--- config.mk ---
export PLATFORM = sky130hd
export DESIGN_NAME = cmp_sort4_ctrl
export DESIGN_NICKNAME = d
export VERILOG_FILES = /design/src/rtl/cmp_sort4_ctrl.sv
export SDC_FILE = /design/constraint.sdc
export NUM_CORES = 1
export LEC_CHECK = 0
export CORE_UTILIZATION = 55
export DETAILED_ROUTE_END_ITERATION = 6
export DONT_BUFFER_PORTS = 1
export PLACE_DENSITY = 0.67
export SETUP_SLACK_MARGIN = 0.3
export SYNTH_ARGS = -nofsm -noshare
export SYNTH_HDL_FRONTEND = slang
export SYNTH_SLANG_ARGS = --single-unit
--- constraint.sdc ---
create_clock -name clk -period 7.7 [get_ports clk]
set_input_delay 1.925 -clock clk [delete_from_list [all_inputs] [get_ports clk]]
set_output_delay 1.925 -clock clk [all_outputs]
set_load 0.05 [all_outputs]
--- src/rtl/cmp_sort4_ctrl.sv ---
// cmp_sort4_ctrl
//   Sorts a packet of four unsigned WIDTH-bit elements using a single shared
//   magnitude comparator. The controller performs one compare-exchange per
//   clock and walks the 5-step optimal 4-input sorting network:
//   (0,1) (2,3) (0,2) (1,3) (1,2).
//   The result is ascending when DESCEND=0 and descending when DESCEND=1.
//
// Parameters
//   WIDTH      element width in bits (unsigned compare)
//   DESCEND    0: swap when a>b (ascending), 1: swap when a<b (descending)
//
// Ports
//   clk        rising-edge clock
//   rst_n      asynchronous active-low reset
//   in_valid   producer has a packet on in_data
//   in_ready   packet can be accepted (IDLE only)
//   in_data    element i at [i*WIDTH +: WIDTH]
//   out_valid  sorted packet available (DONE only)
//   out_ready  consumer takes the sorted packet
//   out_data   working registers, same packing; valid while out_valid=1
//   swap_cnt   exchanges performed on the current packet (0..5)
//   busy       high in SORT or DONE
module cmp_sort4_ctrl #(
    parameter int unsigned WIDTH   = 4,
    parameter bit          DESCEND = 1'b0
) (
    input  logic               clk,
    input  logic               rst_n,
    input  logic               in_valid,
    output logic               in_ready,
    input  logic [4*WIDTH-1:0] in_data,
    output logic               out_valid,
    input  logic               out_ready,
    output logic [4*WIDTH-1:0] out_data,
    output logic [2:0]         swap_cnt,
    output logic               busy
);

    typedef enum logic [1:0] {
        IDLE = 2'd0,
        SORT = 2'd1,
        DONE = 2'd2
    } state_t;

    state_t           state;
    state_t           next_state;
    logic [2:0]       step;
    logic [WIDTH-1:0] elem [4];

    logic [1:0]       idx_a;
    logic [1:0]       idx_b;
    logic [WIDTH-1:0] val_a;
    logic [WIDTH-1:0] val_b;
    logic             gt;
    logic             eq;
    logic             lt;
    logic             do_swap;
    logic             last_step;

    // Network schedule: which register pair the shared comparator sees.
    always_comb begin
        idx_a = 2'd1;
        idx_b = 2'd2;
        case (step)
            3'd0: begin idx_a = 2'd0; idx_b = 2'd1; end
            3'd1: begin idx_a = 2'd2; idx_b = 2'd3; end
            3'd2: begin idx_a = 2'd0; idx_b = 2'd2; end
            3'd3: begin idx_a = 2'd1; idx_b = 2'd3; end
            default: begin idx_a = 2'd1; idx_b = 2'd2; end
        endcase
    end

    // Shared comparator
    always_comb begin
        val_a   = elem[idx_a];
        val_b   = elem[idx_b];
        gt      = (val_a > val_b);
        eq      = (val_a == val_b);
        lt      = (val_a < val_b);
        do_swap = !eq && (DESCEND ? lt : gt);
    end

    assign last_step = (step == 3'd4);

    // State register
    always_ff @(posedge clk or negedge rst_n) begin
        if (!rst_n) begin
            state <= IDLE;
        end else begin
            state <= next_state;
        end
    end

    // Next-state logic
    always_comb begin
        next_state = state;
        case (state)
            IDLE:    if (in_valid)  next_state = SORT;
            SORT:    if (last_step) next_state = DONE;
            DONE:    if (out_ready) next_state = IDLE;
            default: next_state = IDLE;
        endcase
    end

    // Handshake/status outputs decoded from the state register only
    always_comb begin
        in_ready  = 1'b0;
        out_valid = 1'b0;
        busy      = 1'b0;
        case (state)
            IDLE:    in_ready  = 1'b1;
            SORT:    busy      = 1'b1;
            DONE:    begin out_valid = 1'b1; busy = 1'b1; end
            default: in_ready  = 1'b0;
        endcase
    end

    // Datapath: capture, compare-exchange, step and swap counters
    always_ff @(posedge clk or negedge rst_n) begin
        if (!rst_n) begin
            elem     <= '{default: '0};
            step     <= '0;
            swap_cnt <= '0;
        end else begin
            case (state)
                IDLE: begin
                    if (in_valid) begin
                        for (int unsigned i = 0; i < 4; i++) begin
                            elem[i] <= in_data[i*WIDTH +: WIDTH];
                        end
                        step     <= '0;
                        swap_cnt <= '0;
                    end
                end
                SORT: begin
                    if (do_swap) begin
                        elem[idx_a] <= val_b;
                        elem[idx_b] <= val_a;
                        swap_cnt    <= swap_cnt + 3'd1;
                    end
                    if (!last_step) begin
                        step <= step + 3'd1;
                    end
                end
                default: begin
                end
            endcase
        end
    end

    always_comb begin
        out_data = '0;
        for (int unsigned i = 0; i < 4; i++) begin
            out_data[i*WIDTH +: WIDTH] = elem[i];
        end
    end

endmodule

==> run metrics <==
WS Path Type flip-flop to flip-flop; highest routed layer met4; met3 routed WL between 300 and 400 um; Synth Flop Type dfrtp_1; area of the core 3050 um2; Mapped Area ~1800 um2; Area growth, synth to finish 3.27%; clock buffer depth 2; largest net degree at the start of global routing 34; Max Clk Rate ~0.26 GHz; Syn Inst Count a little under 200; Critical Path Start step[2]; Yosys cell types 50; Die Width 58.6 um; Total Wirelength about 4.5 mm; vias in the first global route roughly 1.5k; Data arrival, critical path ~4.1 ns; Max Cap Violations 0; CTS HTree Levels 1; worst reg2reg path depth 10; Final ANT Viol Nets 0; Mean Syn Cell Area 8.99 um2; count of pins over their slew limit 0; Worst-Margin Slew between 0.8 and 0.9 ns; Clk Latency, worst-skew pair approximately 0.32 ns; TritonCTS Buffers 3; Post-synth top cells dfrtp_1, nor2_1, nand2_1, o21ai_0, ha_1; #FFs+latches synth 24; post-DR wirelength/cell around 19 um; routability cong. roughly 0.93; Post-synth ARST share 100%; CTS sink cnt 24; WP data required between 7 and 8 ns; fin util around three fifths; crit path time final 3.86 ns; die height slightly below 60 um; row count 20; reg2reg setup slack roughly 3.8 ns; fillers between 200 and 300; Hold Path Stages 1; Syn. warnings 0; Clock transition at path regs 0.14 ns; Synth top area share around 34%; worst r2r dst out_data[5]; DIE AREA between 3000 and 4000 um2; most common cell in the netlist dfrtp_1; CP Max Fanout 15; CTS resizes 0; CTS tree built; setup TNS 0 ns; Worst Setup Start Kind flip-flop; status completed; vias approximately 1.6k; grt ovf 0; Worst Setup End Kind flip-flop; leading area contributor after synthesis dfrtp_1; CTS root buf clkbuf_4; ANT cells 0; Synthesized Nets ~230; Clock Skew about 0.012 ns; endpoints failing setup 0; unrepaired setup endpoints after global routing no; I/O pin count between 40 and 50; gr usage total between 20% and 30%; number of enable flip-flop cells after synthesis 0; vias per inst ~6.7; crit path to out_data[5]; max-slew headroom at the worst pin about 42%; M1 WL roughly 1.9 mm; drt pass-1 iters 4; R2R Path Start step[2]; Setup Buffers After CTS 0; hold_buf cts 0; initial core utilization between 50% and 60%; register area share after synthesis about 34%; share of cells above drive strength 1 7.29%; worst hold path type flip-flop to flip-flop; final critical-path share of the clock period about 50%; Fin. Hold Viols 0; cells taking the most area after synthesis dfrtp_1, ha_1, o21ai_0; Detailed Route Iter0 Violations roughly 120; Detailed Place HPWL roughly 3.4 mm; number of port buffers 0; Final nets ~230; DRC errors left 0; routed length on met2 2.23 mm; global-route wire length before repair between 7 and 8 mm; initial antenna violation count 0
layer usage:
metal	track usage, %	vias to the layer above
met1	34.8	752
met4	8.16	0
met2	48.3	69
met3	6.37	8
li1	-	753
met5	0	-
cell families (layout without fill, tap and decap cells):
logic type / Yosys count / in the layout / share of synthesized area [%]
buffers and inverters: 19 / 15 / 4.47
and+or+nand+nor: 61 / 61 / 18.4
AOI/OAI and AO/OA: 75 / 75 / 31.5
DFF: 24 / 24 / 34.1
muxes: 4 / 4 / 2.27
adders and majority gates: 13 / 13 / 9.23
worst min path at each step:
stage | start | to | slack [ns]
2_1_floorplan | state[1] | state[1] | 0.49
3_3_place_gp | state[1] | state[1] | 0.51
5_1_grt | state[1] | state[1] | 0.57
3_5_place_dp | state[1] | state[1] | 0.52
6_report | state[1] | state[1] | 0.54
4_1_cts | state[1] | state[1] | 0.55
critical path, stage by stage (launching register included):
cell and delay (ns):
dfrtp_1 0.63, inv_1 0.20, ha_1 0.36, nor4b_2 0.61
a222oi_1 0.22, ha_1 0.37, and4_1 0.26, and2_1 0.18
nor3_1 0.51, nand2b_1 0.22, o2bb2ai_1 0.17
metrics by stage:
step	instance area [um2]	cells	setup slack (ns)	hold WS [ns]
after global routing	1820	236	3.59	0.572
after detailed placement	1780	232	3.99	0.517
after CTS	1820	236	3.94	0.550
after floorplan	1760	196	4.46	0.486
final	1820	236	3.84	0.545
after global placement	1780	232	4.07	0.508
layout make-up:
cell class | instances | area, um2 | area share [%]
multi-input cells | 153 | 1080 | 59.5
flip-flops and latches | 24 | 601 | 33.0
well taps | 44 | 55.1 | 3.03
inverters | 10 | 37.5 | 2.06
clock buffers | 4 | 36.3 | 1.99
repair buffers | 1 | 7.51 | 0.413
registers in the layout, indices dropped and copies added, names as in the netlist:
signal,cells
out_data,16
state,2
step,3
swap_cnt,3
layout by cell type, fill, tap and decap left out, drive strengths merged, types with 2 or more instances in the layout:
master	instances
or2	5
a21oi	4
o22a	6
nor2	17
nand4	3
nand2b	3
o21ai	15
ha	13
a211oi	2
clkbuf	4
a2bb2oi	6
a221oi	7
nor2b	3
nor3	4
a22o	3
a31oi	4
a222oi	2
dfrtp	24
o2bb2ai	4
nand3	2
o31ai	4
o221ai	2
o22ai	8
nand2	14
inv	10
mux2i	4
Power is left out: the tool's default activity adds up to more than one toggle a clock period on the data nets, which glitch-free logic cannot reach.
